==> src/rtl/fetch_execute_pipe_ctrl.sv <==
`default_nettype none
// ============================================================================
// Module   : fetch_execute_pipe_ctrl
// Purpose  : Fetch->execute pipeline latch controller. Holds the head entry
//            (main register M) plus one skid entry (S), so the ready returned
//            to fetch is a registered signal. Presents a NOP bubble to
//            execute whenever no valid entry is held, and counts stall cycles.
// Ports    : CLK, nRST         - clock, asynchronous active-low reset
//            if_valid/if_*     - fetch payload in (pc, instr, npc, prediction)
//            if_ready          - registered: buffer is not full
//            ex_ready          - execute consumes the head entry this cycle
//            flush             - drop every held and incoming entry
//            ex_valid/ex_*     - head entry out (ex_instr = NOP when invalid)
//            stall_count       - saturating count of ex_valid & !ex_ready
// Revision : 1.0 - initial release
// ============================================================================
module fetch_execute_pipe_ctrl #(
  parameter logic [31:0] NOP_INSTR   = 32'h0000_0013,
  parameter int          STALL_CNT_W = 16
) (
  input  logic                   CLK,
  input  logic                   nRST,
  input  logic                   if_valid,
  input  logic [31:0]            if_pc,
  input  logic [31:0]            if_instr,
  input  logic [31:0]            if_npc,
  input  logic [31:0]            if_prediction,
  output logic                   if_ready,
  input  logic                   ex_ready,
  input  logic                   flush,
  output logic                   ex_valid,
  output logic [31:0]            ex_pc,
  output logic [31:0]            ex_instr,
  output logic [31:0]            ex_npc,
  output logic [31:0]            ex_prediction,
  output logic [STALL_CNT_W-1:0] stall_count
);

  typedef struct packed {
    logic [31:0] pc;
    logic [31:0] instr;
    logic [31:0] npc;
    logic [31:0] pred;
  } entry_t;

  localparam logic [1:0] ST_EMPTY = 2'd0;
  localparam logic [1:0] ST_ONE   = 2'd1;
  localparam logic [1:0] ST_FULL  = 2'd2;

  localparam logic [STALL_CNT_W-1:0] C_CNT_ONE = STALL_CNT_W'(1);

  logic [1:0]             state_q, state_d;
  entry_t                 m_q, s_q, w_in;
  logic [STALL_CNT_W-1:0] stall_cnt_q, stall_cnt_d;

  logic w_accept, w_retire, w_stall;
  logic w_m_load_in, w_m_load_s, w_s_load;

  assign w_in = '{pc: if_pc, instr: if_instr, npc: if_npc, pred: if_prediction};

  // Both handshake signals come straight from the state register, so no
  // combinational ready path runs from execute back to fetch.
  assign if_ready = (state_q != ST_FULL);
  assign ex_valid = (state_q != ST_EMPTY);

  assign w_accept = if_valid & if_ready;
  assign w_retire = ex_valid & ex_ready;
  assign w_stall  = ex_valid & ~ex_ready;

  // --------------------------------------------------------------------------
  // State register
  // --------------------------------------------------------------------------
  always_ff @(posedge CLK or negedge nRST) begin
    if (!nRST) begin
      state_q <= ST_EMPTY;
    end else begin
      state_q <= state_d;
    end
  end

  // --------------------------------------------------------------------------
  // Next-state logic; flush overrides any accept/retire activity.
  // --------------------------------------------------------------------------
  always_comb begin
    state_d = state_q;
    if (flush) begin
      state_d = ST_EMPTY;
    end else begin
      case (state_q)
        ST_EMPTY: if (w_accept) state_d = ST_ONE;
        ST_ONE: begin
          if (w_accept && !w_retire)      state_d = ST_FULL;
          else if (!w_accept && w_retire) state_d = ST_EMPTY;
        end
        ST_FULL:  if (w_retire) state_d = ST_ONE;
        default:  state_d = ST_EMPTY;
      endcase
    end
  end

  // --------------------------------------------------------------------------
  // Datapath load controls. Loads are suppressed during flush because the
  // contents are dead once the buffer empties.
  // --------------------------------------------------------------------------
  always_comb begin
    w_m_load_in = 1'b0;
    w_m_load_s  = 1'b0;
    w_s_load    = 1'b0;
    if (!flush) begin
      case (state_q)
        ST_EMPTY: w_m_load_in = w_accept;
        ST_ONE: begin
          w_m_load_in = w_accept & w_retire;
          w_s_load    = w_accept & ~w_retire;
        end
        ST_FULL:  w_m_load_s = w_retire;
        default: begin
          w_m_load_in = 1'b0;
        end
      endcase
    end
  end

  always_ff @(posedge CLK or negedge nRST) begin
    if (!nRST) begin
      m_q <= '0;
      s_q <= '0;
    end else begin
      if (w_m_load_in)     m_q <= w_in;
      else if (w_m_load_s) m_q <= s_q;
      if (w_s_load)        s_q <= w_in;
    end
  end

  // --------------------------------------------------------------------------
  // Stall counter: saturates at all-ones, survives flush.
  // --------------------------------------------------------------------------
  always_comb begin
    stall_cnt_d = stall_cnt_q;
    if (w_stall && (stall_cnt_q != '1)) stall_cnt_d = stall_cnt_q + C_CNT_ONE;
  end

  always_ff @(posedge CLK or negedge nRST) begin
    if (!nRST) begin
      stall_cnt_q <= '0;
    end else begin
      stall_cnt_q <= stall_cnt_d;
    end
  end

  assign ex_pc         = m_q.pc;
  assign ex_npc        = m_q.npc;
  assign ex_prediction = m_q.pred;
  assign ex_instr      = ex_valid ? m_q.instr : NOP_INSTR;
  assign stall_count   = stall_cnt_q;

endmodule
`default_nettype wire

==> config.mk <==
export PLATFORM = sky130hd
export DESIGN_NAME = fetch_execute_pipe_ctrl
export DESIGN_NICKNAME = d
export VERILOG_FILES = /design/src/rtl/fetch_execute_pipe_ctrl.sv
export SDC_FILE = /design/constraint.sdc
export NUM_CORES = 1
export LEC_CHECK = 0
export ABC_CLOCK_PERIOD_IN_PS = 2500
export CAP_MARGIN = 20
export CORE_UTILIZATION = 50
export CTS_BUF_LIST = sky130_fd_sc_hd__clkbuf_8
export DETAILED_ROUTE_END_ITERATION = 8
export PLACE_DENSITY = 0.8
export SLEW_MARGIN = 5
export SYNTH_ARGS = -nofsm -noshare
export SYNTH_HDL_FRONTEND = slang
export SYNTH_SLANG_ARGS = --single-unit
==> constraint.sdc <==
create_clock -name CLK -period 2.5 [get_ports CLK]
set_input_delay 0.5 -clock CLK [delete_from_list [all_inputs] [get_ports CLK]]
set_output_delay 0.5 -clock CLK [all_outputs]
set_load 0.005 [all_outputs]
Word level (Yosys, flattened, before mapping)
Index checks and enable logic that the tools add are counted.

Add/sub/neg operators: 1. Multipliers: 0. Div/mod/pow operators: 0. Order comparisons: 0. Eq/ne operators: 7. Shifts and indexed selects: 0. Mux-type cells: 15. Bitwise logic cells: 7. Reduce and logical (&&, ||, !) cells: 9.

Operator list (number): 2-to-1 mux 128 bit (2); 2-to-1 mux 32 bit (1); adder 16 x 1 -> 16 bit (second input constant) (1); inequality test 16 bit (second input constant) (1); 2-to-1 mux 2 bit (5); inequality test 3 bit (second input constant) (2); case mux 2 bit (3 select lines) (1); AND 1 bit (5); 2-to-1 mux 1 bit (5); inequality test 4 bit (second input constant) (1); nonzero test 2 bit (2); logical AND 1 bit (3); AND reduction 3 bit (1); equality test 2 x 1 -> 1 bit (second input constant) (1); equality test 2 bit (second input constant) (1); logical NOT 1 bit (2); logical NOT 2 bit (1); inequality test 2 bit (second input constant) (1); inverter 1 bit (2); case mux 1 bit (2 select lines) (1).

Register bits: 274. Latch bits: 0. RAM bits: 0. Bits in read-only memories: 0. Input bits: 133. Output and inout port bits: 146. Logic and storage cells: 49. Memories: 0.

Depth between registers and ports, before layout
Depth after elaboration: 8. Gate-level depth with buffers: 9.

Worst setup path before layout
No wires, ideal clock.

Path kind: reg-to-reg. From: register state_q[0]. To: register m_q[66] (netlist bit). Library setup time: 118 ps. Arrival: 1850 ps. Data required time: 2382 ps. Slack: 532 ps. Cell stages (with the launch flop): 10. Buffers on the path: 2. Clock period less this slack: 1968 ps. Path through: dfrtp_1 nand2b_1 and2_1 ha_1 nand2_1 a211oi_1 nor2_1 clkbuf_1 buf_2 a21o_1.

Longest elaborated chain between the ends: 6.

Ends and longest elaborated chain: from (decl) (RTL line 52) `logic [1:0] state_q, state_d;`; from (signal assigned) (RTL line 77) `state_q <= state_d;`; inequality test 2 bit (*) (RTL line 63) `assign if_ready = (state_q != ST_FULL);`; via if_ready (RTL line 28) `output logic if_ready,`; AND 1 bit (*) (RTL line 66) `assign w_accept = if_valid & if_ready;`; AND 1 bit (RTL line 113) `w_m_load_in = w_accept & w_retire;`; case mux 1 bit (2 select lines) (*) (RTL line 110) `case (state_q)`; 2-to-1 mux 1 bit (*) (RTL line 109) `if (!flush) begin`; 2-to-1 mux 128 bit / nonzero test 2 bit (equally long branches); to (signal assigned) (RTL line 129) `if (w_m_load_in) m_q <= w_in;`; to (signal assigned) (RTL line 130) `else if (w_m_load_s) m_q <= s_q;`; to (decl) (RTL line 53) `entry_t m_q, s_q, w_in;`.

Mark *: on every way through the listed nets, which the timed path passes. The rest lies on a longest branch. A chain may end at the register's enable or synchronous reset.

Worst setup path after layout
From: register state_q[1]. To: output ex_instr[28].

Longest elaborated chain between the ends: 2.

Ends and longest elaborated chain: nonzero test 2 bit (RTL line 64) `assign ex_valid = (state_q != ST_EMPTY);`; 2-to-1 mux 32 bit (RTL line 154) `assign ex_instr = ex_valid ? m_q.instr : NOP_INSTR;`; to (decl) (RTL line 33) `output logic [31:0] ex_instr,`.

Every way passes these cells.

==> key figures <==
Power
  • Power Total: 12.5 mW
  • Maximum VDD drop: 0.659 mV
  • Pwr dens: 793 mW/mm²
  • Leakage: 7.62 nW

Worst setup path
  • Required time worst endpoint: 2.00 ns
  • WS Path Type: register to output port
  • Register-to-Register Path Depth: 8
  • Worst Path Arrival: 1.91 ns
  • CP max stage cell: clkdlybuf4s50_1
  • Crit end category: output port
  • CP Cell Sequence: inv_2, nand2_8, clkbuf_16, and2_1, clkdlybuf4s50_1
  • Critical path fanouts, max: 7
  • Crit-path max cell delay: 0.46 ns
  • Startpoint Class: register

Global routing
  • Met1 Usage GRT: 0.289
  • Routing usage on met3: 0.0572
  • Largest net degree at the start of global routing: 77
  • Antenna violations before repair: 0
  • Number of global-route vias before repair: 8,356
  • Total track usage: 0.224
  • GR Layer Usage met2: 0.370
  • Global-route wire length before repair: 43.6 mm
  • Gr busiest metal: met2
  • Grt ovf: 0

STA
  • Final hold violations: 0
  • Slew headroom: 0.678
  • Highest Clock Rate: 414 MHz
  • RSZ-0062 raised after global routing: false
  • Final slew viol count: 0
  • Final min period: 2.41 ns
  • Worst slew pin tran: 0.483 ns
  • Fin crit share: 0.965
  • Hold WS: 0.469 ns
  • Final setup fails: 0
  • Setup TNS: 0 ns
  • Clk_skew: 0.00992 ns

Place
  • DP Area: 0.0149 mm²
  • # placed instances: 1,407
  • Detailed Place HPWL: 18.6 mm
  • Port Buf Inserts: 278
  • RD Place Congestion: 0.795

Synth
  • Number of flops mapped to enable cells by yosys: 0
  • Seq cells post-synth: 274
  • Mapped Area: 0.0122 mm²
  • Yosys warning count: 0
  • Synth Flop Type: dfrtp_1
  • Syn avg cell area: 13.2 µm²
  • Gate Count Post-Synth: 922
  • Seq/Total Area, Yosys: 0.564
  • Ys async rst share: 1.00
  • Cell variety after synth: 34
  • Synthesized Nets: 1,058

Detailed routing
  • DR iter-0 viols: 394
  • Mean number of vias per cell: 5.49
  • Final ANT Viol Nets: 0
  • Detailed Route WL: 28.2 mm
  • DR pass1 iterations: 4
  • Via count: 8,172
  • Per-cell routed wire length: 18.9 µm
  • Residual DRC count: 0

Floorplan
  • Die X: 158 µm
  • Die Footprint: 0.0249 mm²
  • Core Rows: 56
  • # IOs: 279
  • Initial Util: 0.513
  • Chip height: 158 µm
  • Core box area: 0.0237 mm²

CTS
  • Worst skew pair latency: 0.53 ns
  • CTS buffer count: 46
  • Clk pin slew, worst setup/hold paths: 0.05 ns
  • Num Clock Sinks: 274
  • CTS tree: built
  • Root Buffer: clkbuf_8
  • Number of H-tree levels: 2
  • Largest buffer count on any clock path: 3

Finish
  • Area Growth Syn to Fin: 29.9%
  • Finished Layout Cells: 1,488
  • Fill cells: 1,759
  • Share of cells above drive strength 1: 0.214
  • Final Cell Area: 0.0158 mm²
  • ANT cells: 0
  • Layout net count: 1,282

Outcome
  • Status: finished, final reports clean

Flow run
  • Max-cap violation count: 0

Hold path
  • Tightest Hold Check Type: register to register
  • Hold path depth: 1
layout make-up:
cell class	instances	area, µm²	area share
sequential	274	6860	0.434
multi-input combinational	488	4280	0.271
clock inverter	22	92.6	0.00587
inverter	4	15.0	0.000951
tap	319	399	0.0253
timing repair buffer	332	3470	0.220
clock buffer	49	674	0.0427
state kept, by name, summed over array words and instances, names as in the netlist:
register       flops
s_q              128
ex_npc            32
ex_pc             32
ex_prediction     32
m_q               32
stall_count       16
state_q            2
synthesized netlist by cell type, types with 2 or more instances:
library cell / n / area [µm²]
nor2_1: 6 / 22.5
nand3_1: 4 / 20.0
xor2_1: 10 / 87.6
nand2b_1: 5 / 31.3
clkbuf_1: 5 / 18.8
nand2_1: 13 / 48.8
a22o_1: 128 / 1120
mux2_2: 129 / 1450
nor4_1: 3 / 18.8
a21o_1: 128 / 961
inv_1: 4 / 15.0
dfrtp_1: 274 / 6860
xnor2_1: 4 / 35.0
nand4_1: 4 / 25.0
buf_4: 108 / 811
and2_1: 30 / 188
ha_1: 3 / 37.5
buf_2: 42 / 210
nand3_2: 2 / 20.0
nor3_1: 6 / 30.0
power breakdown:
part,internal (mW),switching (mW)
Sequential,5.61,0.670
Clock,1.77,1.65
Combinational,1.88,0.936
Total,9.26,3.26
critical path: cells and delay by family (launching register included):
kind / cells / cell delay, ns
buf+inv: 3 / 0.74
flops: 1 / 0.40
simple gates: 2 / 0.24
what timing repair did:
| action | 4_1_cts | 5_1_grt |
|---|---|---|
| hold buffers | 1 | 0 |
| pin swaps | 1 | 1 |
| hold endpoints to repair | 55 | 0 |
| setup endpoints to repair | 33 | 14 |
| gates resized for setup | 6 | 5 |
| buffers inserted | 5 | 1 |
| cloned | 1 | 1 |
metal layers:
layer,part of all wire,vias to the layer above
li1,-,3678
met4,0.017,0
met2,0.48,275
met3,0.072,44
met1,0.43,4175
met5,0,-
placed cells by master (no fill, tap or decap), types with 2 or more instances in the layout:
cell type	instances
nand3_2	2
clkinvlp_4	2
nor3_1	5
dlymetal6s2s_1	4
and2_1	30
dfrtp_1	274
inv_2	2
nand2_1	12
nor4_1	3
mux2_2	129
clkbuf_8	49
buf_4	32
ha_1	3
clkdlybuf4s50_1	272
nand3_1	4
buf_12	18
xnor2_1	4
nor2_1	5
a22o_1	128
clkinv_2	2
inv_1	20
a21o_1	128
nand2b_1	5
nand4_1	4
xor2_1	10
logic make-up (layout without fill, tap and decap cells):
kind of cell,Yosys count,after routing,synth area share
DFF,274,274,0.564
AOI/OAI and AO/OA,264,264,0.177
buffers and inverters,160,407,0.0877
muxes,129,129,0.120
and+or+nand+nor,78,78,0.0380
xor gates and xnor gates,14,14,0.0101
adders and majority gates,3,3,0.00309
metrics by stage:
step,worst slack (ns),util
2_1_floorplan,0.532,-
3_3_place_gp,-0.0203,0.628
3_5_place_dp,-0.0802,0.628
4_1_cts,0.0347,0.664
5_1_grt,0.000125,0.666
6_report,0.0871,0.666
worst paths after layout:
kind,startpoint,end,slack [ns]
max in group asynchronous,nRST,s_q[46],1.27
min in group asynchronous,nRST,ex_npc[0],0.50
worst max register to register,state_q[0],s_q[12],0.16
worst min register to register,m_q[68],m_q[68],0.47
worst max-delay path,state_q[1],ex_instr[28],0.09
worst min-delay path,m_q[68],m_q[68],0.47
No activity file was read; power rests on OpenSTA's default activity.
